File: config.mk
export PLATFORM = sky130hd
export DESIGN_NAME = uart_tx_fifo
export DESIGN_NICKNAME = d
export VERILOG_FILES = /design/src/rtl/uart_tx_fifo.sv
export SDC_FILE = /design/constraint.sdc
export NUM_CORES = 1
export LEC_CHECK = 0
export BUFFER_PORTS_ARGS = -buffer_cell sky130_fd_sc_hd__buf_2
export CAP_MARGIN = 20
export CORE_MARGIN = 2
export CORE_UTILIZATION = 45
export CTS_CLUSTER_SIZE = 30
export DETAILED_ROUTE_END_ITERATION = 16
export PLACE_DENSITY = 0.65
export SLEW_MARGIN = 20
export SYNTH_ARGS = -nofsm -noshare
export SYNTH_HDL_FRONTEND = slang
export SYNTH_SLANG_ARGS = --single-unit
export TNS_END_PERCENT = 10
File: constraint.sdc
create_clock -name clk_i -period 4.5 [get_ports clk_i]
set_input_delay 0.225 -clock clk_i [delete_from_list [all_inputs] [get_ports clk_i]]
set_output_delay 0.225 -clock clk_i [all_outputs]
set_load 0.01 [all_outputs]
File: src/rtl/uart_tx_fifo.sv
// Buffered UART transmitter: FIFO of DATA_WIDTH-bit entries feeding an 8N1-style serialiser.
// Optional even-parity bit is compiled in when UART_TX_PARITY_EN is defined.
module uart_tx_fifo #(
  parameter int CLK_CYCLES = 100_000_000,
  parameter int BAUD_RATE  = 19200,
  parameter int DATA_WIDTH = 8,
  parameter int STOP_BITS  = 1,
  parameter int FIFO_DEPTH = 4
) (
  input  logic                          clk_i,
  input  logic                          rst_ni,
  input  logic [DATA_WIDTH-1:0]         tx_byte_i,
  input  logic                          tx_valid_i,
  output logic                          tx_ready_o,
  output logic                          tx_o,
  output logic                          is_transmitting_o,
  output logic [$clog2(FIFO_DEPTH):0]   fifo_count_o
);

  localparam int BAUD_DIV = CLK_CYCLES / BAUD_RATE;
  localparam int BAUD_W   = (BAUD_DIV > 1) ? $clog2(BAUD_DIV) : 1;
  localparam int PTR_W    = $clog2(FIFO_DEPTH);
  localparam int CNT_W    = PTR_W + 1;
  localparam int IDX_W    = (DATA_WIDTH > 2) ? $clog2(DATA_WIDTH) : 1;

  typedef enum logic [2:0] {
    S_IDLE,
    S_START,
    S_DATA,
    S_STOP
`ifdef UART_TX_PARITY_EN
    , S_PARITY
`endif
  } state_t;

  state_t                  state_q, state_d;
  logic [BAUD_W-1:0]       baud_q, baud_d;
  logic [IDX_W-1:0]        idx_q, idx_d;
  logic [DATA_WIDTH-1:0]   shift_q, shift_d;
  logic                    tx_q, tx_d;
  logic                    baud_wrap;
  logic                    push, pop;
  logic [DATA_WIDTH-1:0]   head;

  logic [DATA_WIDTH-1:0]   mem [FIFO_DEPTH];
  logic [PTR_W-1:0]        wr_ptr_q, rd_ptr_q;
  logic [CNT_W-1:0]        count_q;

`ifdef UART_TX_PARITY_EN
  logic par_q, par_d;
`endif

  assign tx_ready_o        = (count_q != CNT_W'(FIFO_DEPTH));
  assign fifo_count_o      = count_q;
  assign tx_o              = tx_q;
  assign is_transmitting_o = (state_q != S_IDLE);
  assign push              = tx_valid_i && tx_ready_o;
  assign head              = mem[rd_ptr_q];
  assign baud_wrap         = (baud_q == BAUD_W'(BAUD_DIV - 1));

  // Storage is not reset; the cleared pointers and count make stale entries unreachable.
  always_ff @(posedge clk_i) begin
    if (push) mem[wr_ptr_q] <= tx_byte_i;
  end

  always_ff @(posedge clk_i or negedge rst_ni) begin
    if (!rst_ni) begin
      wr_ptr_q <= '0;
      rd_ptr_q <= '0;
      count_q  <= '0;
    end else begin
      if (push) wr_ptr_q <= wr_ptr_q + PTR_W'(1);
      if (pop)  rd_ptr_q <= rd_ptr_q + PTR_W'(1);
      case ({push, pop})
        2'b10:   count_q <= count_q + CNT_W'(1);
        2'b01:   count_q <= count_q - CNT_W'(1);
        default: count_q <= count_q;
      endcase
    end
  end

  always_ff @(posedge clk_i or negedge rst_ni) begin
    if (!rst_ni) begin
      state_q <= S_IDLE;
      baud_q  <= '0;
      idx_q   <= '0;
      shift_q <= '0;
      tx_q    <= 1'b1;
`ifdef UART_TX_PARITY_EN
      par_q   <= 1'b0;
`endif
    end else begin
      state_q <= state_d;
      baud_q  <= baud_d;
      idx_q   <= idx_d;
      shift_q <= shift_d;
      tx_q    <= tx_d;
`ifdef UART_TX_PARITY_EN
      par_q   <= par_d;
`endif
    end
  end

  always_comb begin
    state_d = state_q;
    baud_d  = baud_q;
    idx_d   = idx_q;
    shift_d = shift_q;
    tx_d    = tx_q;
    pop     = 1'b0;
`ifdef UART_TX_PARITY_EN
    par_d   = par_q;
`endif
    if (state_q != S_IDLE) baud_d = baud_wrap ? '0 : baud_q + BAUD_W'(1);

    case (state_q)
      S_IDLE: begin
        tx_d   = 1'b1;
        baud_d = '0;
        if (count_q != '0) begin
          pop     = 1'b1;
          shift_d = head;
          idx_d   = '0;
          tx_d    = 1'b0;
`ifdef UART_TX_PARITY_EN
          par_d   = ^head;
`endif
          state_d = S_START;
        end
      end
      S_START: begin
        if (baud_wrap) begin
          tx_d    = shift_q[0];
          state_d = S_DATA;
        end
      end
      S_DATA: begin
        if (baud_wrap) begin
          shift_d = shift_q >> 1;
          if (idx_q == IDX_W'(DATA_WIDTH - 1)) begin
            idx_d = '0;
`ifdef UART_TX_PARITY_EN
            tx_d    = par_q;
            state_d = S_PARITY;
`else
            tx_d    = 1'b1;
            state_d = S_STOP;
`endif
          end else begin
            idx_d = idx_q + IDX_W'(1);
            tx_d  = shift_q[1];
          end
        end
      end
`ifdef UART_TX_PARITY_EN
      S_PARITY: begin
        if (baud_wrap) begin
          tx_d    = 1'b1;
          state_d = S_STOP;
        end
      end
`endif
      S_STOP: begin
        tx_d = 1'b1;
        if (baud_wrap) begin
          if (idx_q == IDX_W'(STOP_BITS - 1)) begin
            idx_d = '0;
            // Chain straight into the next start bit so queued frames leave no idle gap.
            if (count_q != '0) begin
              pop     = 1'b1;
              shift_d = head;
              tx_d    = 1'b0;
`ifdef UART_TX_PARITY_EN
              par_d   = ^head;
`endif
              state_d = S_START;
            end else begin
              state_d = S_IDLE;
            end
          end else begin
            idx_d = idx_q + IDX_W'(1);
          end
        end
      end
      default: state_d = S_IDLE;
    endcase
  end

endmodule

Word level (Yosys, flattened, before mapping)
Memories as Yosys holds them, arrays and structs flattened.
Index checks and enable logic that the tools add are counted.
{ "word_totals": {"in_bits": 11, "out_inout_bits": 6, "ramBits": 32, "reg_bits": 35, "mem_count": 1, "elab_cells": 78} }
{ "classes": {"eq_ne": 14, "n_mux": 36, "n_addsub": 6, "n_reduce_logical": 13} }
{ "memory_table": {"columns": ["name", "words", "word_bits", "read_ports", "rd_clocked_by_memory_dff", "wr", "line", "source"], "rows": [
  ["mem", 4, 8, 1, 0, 1, "45", "logic [DATA_WIDTH-1:0] mem [FIFO_DEPTH];"]
]} }
{ "ops": {"columns": ["operator", "n"], "rows": [
  ["2-to-1 mux 13 bit", 3],
  ["2-to-1 mux 3 bit", 11],
  ["2-to-1 mux 8 bit", 4],
  ["one-hot mux 8 bit (3 select lines)", 1],
  ["adder 13 x 1 -> 13 bit (second input constant)", 1],
  ["equality test 13 bit (second input constant)", 1],
  ["2-to-1 mux 1 bit", 12],
  ["!= test 2 bit (second input constant)", 6],
  ["one-hot mux 3 bit (4 select lines)", 1],
  ["one-hot mux 3 bit (3 select lines)", 1],
  ["nonzero test 3 bit", 3],
  ["AND reduction 4 bit", 2],
  ["adder 3 x 1 -> 3 bit (second input constant)", 2],
  ["equality test 3 x 2 -> 1 bit (second input constant)", 2],
  ["logical NOT 3 bit", 2],
  ["one-hot mux 3 bit (2 select lines)", 1],
  ["AND reduction 6 bit", 1],
  ["adder 2 x 1 -> 2 bit (second input constant)", 2],
  ["one-hot mux 1 bit (4 select lines)", 1],
  ["nonzero test 2 bit", 2],
  ["nonzero test 4 bit", 1],
  ["equality test 3 x 1 -> 1 bit (second input constant)", 1],
  ["equality test 3 bit (second input constant)", 1],
  ["!= test 3 bit (second input constant)", 1],
  ["other kinds (6)", 6]
]} }

Depth between registers and ports, before layout
{ "depth": {"ltp_word": 7, "mapped_depth": 12, "ltp_nobuf": 12} }

Worst setup path before layout
No wires, ideal clock.
{ "synth_path": {"path_type": "register -> register", "startpoint": "register baud_q[5]", "endpoint": "register count_q[2] (netlist: fifo_count_o[2])", "setup_time_ns": 0.079, "path_stages_with_launch": 12, "arrival_time_ns": 2.456, "required_time_ns": 4.421, "setup_slack_ns": 1.965, "synth_period_minus_slack_ns": 2.535, "path_buffers": 1, "cell_sequence": "dfrtp_1 > or4b_1 > nor3_2 > buf_4 > nand2_1 > a21oi_1 > ha_1 > inv_1 > fa_1 > xor2_1 > nor2_1 > xor2_1"} }
{ "synth_between": {"elab_chain_cells": 5, "elab_cells_between_ends": 7, "classes_between": "3 x eq/ne; 3 x mux; 1 x reduce/logical"} }
{ "synth_lines": {"columns": ["item", "line", "source"], "rows": [
  ["start: declaration", "37", "logic [BAUD_W-1:0] baud_q, baud_d;"],
  ["start signal: assignment", "94", "baud_q <= baud_d;"],
  ["equality test 13 bit (*)", "59", "assign baud_wrap = (baud_q == BAUD_W'(BAUD_DIV - 1));"],
  ["2-to-1 mux 1 bit (*)", "165", "if (baud_wrap) begin"],
  ["one-hot mux 1 bit (2 select lines) (*)", "116", "case (state_q)"],
  ["named net pop", "42", "logic push, pop;"],
  ["equality test 2 x 1 -> 1 bit / equality test 2 bit (equally long branches)", "74", "case ({push, pop})"],
  ["one-hot mux 3 bit (2 select lines) / nonzero test 2 bit (equally long branches)", null, null],
  ["end signal: assignment", "75", "2'b10: count_q <= count_q + CNT_W'(1);"],
  ["end signal: assignment", "76", "2'b01: count_q <= count_q - CNT_W'(1);"],
  ["end signal: assignment", "77", "default: count_q <= count_q;"],
  ["end: declaration", "47", "logic [CNT_W-1:0] count_q;"]
]} }
The timed path passes the listed nets; every way through them passes the cells marked *.
A chain may end at the register's enable or synchronous reset.

Worst setup path in the final report
{ "layout_path": {"startpoint": "register baud_q[11]", "endpoint": "register count_q[2] (netlist: fifo_count_o[2])"} }
The elaborated chain is that of the path after synthesis.

==> impl_metrics.env <==
export IMPL_drv_cap=0
export IMPL_fin_setup_tns_ns=0
export IMPL_gp_congestion=0.801
export IMPL_cts_sinks=66
export IMPL_fmax_mhz=330
export IMPL_drc=0
export IMPL_synth_cell_type_count=46
export IMPL_seq_area_frac_synth_pct=57.0
export IMPL_mostFrequentLayoutCell="dfrtp_1"
export IMPL_grt_overflow=0
export IMPL_stdcell_area_um2=3570
export IMPL_grt_pass1_wl_mm=9.14
export IMPL_rsz0062_at_grt="false"
export IMPL_die_area_um2=7760
export IMPL_synth_edf_count=32
export IMPL_vias=1888
export IMPL_root_buffer="clkbuf_8"
export IMPL_maxSlewHeadroom_pct=48.8
export IMPL_worst_pin_slew_ns=0.768
export IMPL_r2r_start="baud_q[11]"
export IMPL_crit_path_start="baud_q[11]"
export IMPL_setup_worst_path_start_class="register"
export IMPL_synth_net_count=271
export IMPL_async_flop_share_pct=51.5
export IMPL_grtUsageTotal_pct=15.9
export IMPL_min_period_ns=3.03
export IMPL_maxSlewViolCount=0
export IMPL_status="finished clean"
export IMPL_fp_row_count=30
export IMPL_cts_tree="done"
export IMPL_crit_type="register to register"
export IMPL_post_drt_via_cell_ratio=5.19
export IMPL_synth_area_um2=3180
export IMPL_layout_common_cells="dfrtp_1, edfxtp_1, inv_1, buf_2"
export IMPL_end_kind="register"
export IMPL_cts_buffer_depth=2
export IMPL_holdCritStartpoint="tx_byte_i[7]"
export IMPL_cts_resized=0
export IMPL_antenna_found_initial=0
export IMPL_grt_pass1_vias=1879
export IMPL_ys_seq_elements=66
export IMPL_crit_fanout=11
export IMPL_whs_path_depth=1
export IMPL_clock_skew_ns=0.00702
export IMPL_synth_warnings=0
export IMPL_dp_hpwl_mm=3.63
export IMPL_drt_iter0_drc=124
export IMPL_ys_flop_type="dfrtp_1"
export IMPL_drive_gt1_share_pct=20.9
export IMPL_hp_class="input port to register"
export IMPL_leakagePower_nw=1.43
export IMPL_area_delta_synth_final_pct=12.2
export IMPL_post_cts_buffers=0
export IMPL_avgSynthCellArea_um2=13.0
export IMPL_io_pin_count=17
export IMPL_setup_viol=0
export IMPL_reg2reg_depth=10
export IMPL_die_x_um=88.1
export IMPL_cp_arrival_ns=3.30
export IMPL_drt_total_wl_mm=5.36
export IMPL_start_util_pct=46.6
export IMPL_synth_area_leader_cell="edfxtp_1"
export IMPL_synth_area_leaders="edfxtp_1, dfrtp_1, mux4_2, ha_1, mux2_2"
export IMPL_coreArea_um2=6830
export IMPL_h_tree_depth=3
export IMPL_r2r_setup_slack_ns=1.47
export IMPL_period_share_pct=67.3
export IMPL_antenna_cells=0
export IMPL_dpl_cell_area_um2=3340
export IMPL_crit_required_ns=4.77
export IMPL_power_density_nw_per_um2=666
export IMPL_port_buffers=16
export IMPL_clk_pin_slew_ns=0.08
export IMPL_num_nets_final=289
export IMPL_hold_ws_ns=0.0926
export IMPL_routedWlPerCell_um=14.7
export IMPL_power_mw=2.38
export IMPL_synth_top_area_share_pct=30.2
export IMPL_finalHoldViolations=0
export IMPL_final_util_pct=52.3
export IMPL_synthCells=245
export IMPL_antenna_left=0
export IMPL_dr_pass1_iters=4
export IMPL_clock_latency_ns=0.35
export IMPL_grt_max_degree=35
export IMPL_numCtsBuffers=9
export IMPL_ir_drop_v=0.000314
export IMPL_dieHeight_um=88.1
## worst max-delay path: stages (launching register included)
cell and delay, ns:
dfrtp_1 0.41, or4b_1 0.54, nor3_2 0.61, nand2_1 0.15
a21oi_1 0.20, ha_1 0.20, inv_1 0.06, fa_1 0.38
xor2_1 0.16, nor2_1 0.11, xor2_1 0.14
## cell families after synthesis
family	count (synthesis)	share of synthesized area, %
buffers and inverters	28	3.54
flip-flops	66	57.0
multiplexers	29	13.0
adder cells (fa/ha/maj)	15	6.13
XOR/XNOR	11	3.03
AO/OA/AOI/OAI	33	6.57
AND/OR/NAND/NOR	63	10.8
## sequential cells by signal (all words and copies together) (netlist names)
signal and cells:
mem 32, baud_q 13, shift_q 8, fifo_count_o 3, idx_q 3, rd_ptr_q 2
state_q 2, wr_ptr_q 2, tx_o 1
## cells in the mapped netlist (all sizes together) (3+ instances only)
master and number:
nand2 8, o21ai 9, mux2i 3, or3 5, nand3 9, nor3 7, buf 4, mux4 8
mux2 18, xnor2 7, edfxtp 32, dfrtp 33, clkbuf 6, nor2 14, ha 14, a21oi 12
xor2 4, and3 4, inv 18
## per-layer routing
| metal | share of wire [%] | vias up | GRT usage [%] | wire [um] |
|---|---|---|---|---|
| li1 | - | 926 | - | - |
| met1 | 47 | 917 | 21.2 | 2530 |
| met2 | 47 | 33 | 24.2 | 2530 |
| met3 | 3.1 | 12 | 3.96 | 168 |
| met4 | 2.5 | 0 | 8.26 | 133 |
| met5 | 0 | - | 0 | 0 |
## what timing repair did
action	4_1_cts	5_1_grt
endpoints found under the setup margin	0	0
endpoints found under the hold margin	33	0
hold buffers	1	0
## stage by stage
stage | setup WS [ns] | cells
2_1_floorplan | 1.96 | 245
3_3_place_gp | 1.55 | 347
3_5_place_dp | 1.45 | 347
4_1_cts | 1.45 | 364
5_1_grt | 1.16 | 364
6_report | 1.47 | 364
## power by group
part	leakage [nW]	internal, mW	switching (mW)
combinational	0.607	0.425	0.453
sequential	0.718	0.813	0.126
clock	0.102	0.315	0.248
## path summary, 6_finish.rpt
check	to
min in group asynchronous	idx_q[1]
max in group asynchronous	state_q[1]
worst min-delay path	mem[2][7]
worst max register to register	fifo_count_o[2]
worst max-delay path	fifo_count_o[2]
worst min register to register	baud_q[0]
## area by class of cell
cell class              count  area [um^2]
clock buffers               9          124
inverters                  18         67.6
flip-flops and latches     66         1810
well taps                  96          120
clock inverters             7          100
repair buffers             17         90.1
multi-input cells         151         1260
fillers                   598         3260
Power figures use the tool's default switching activity.
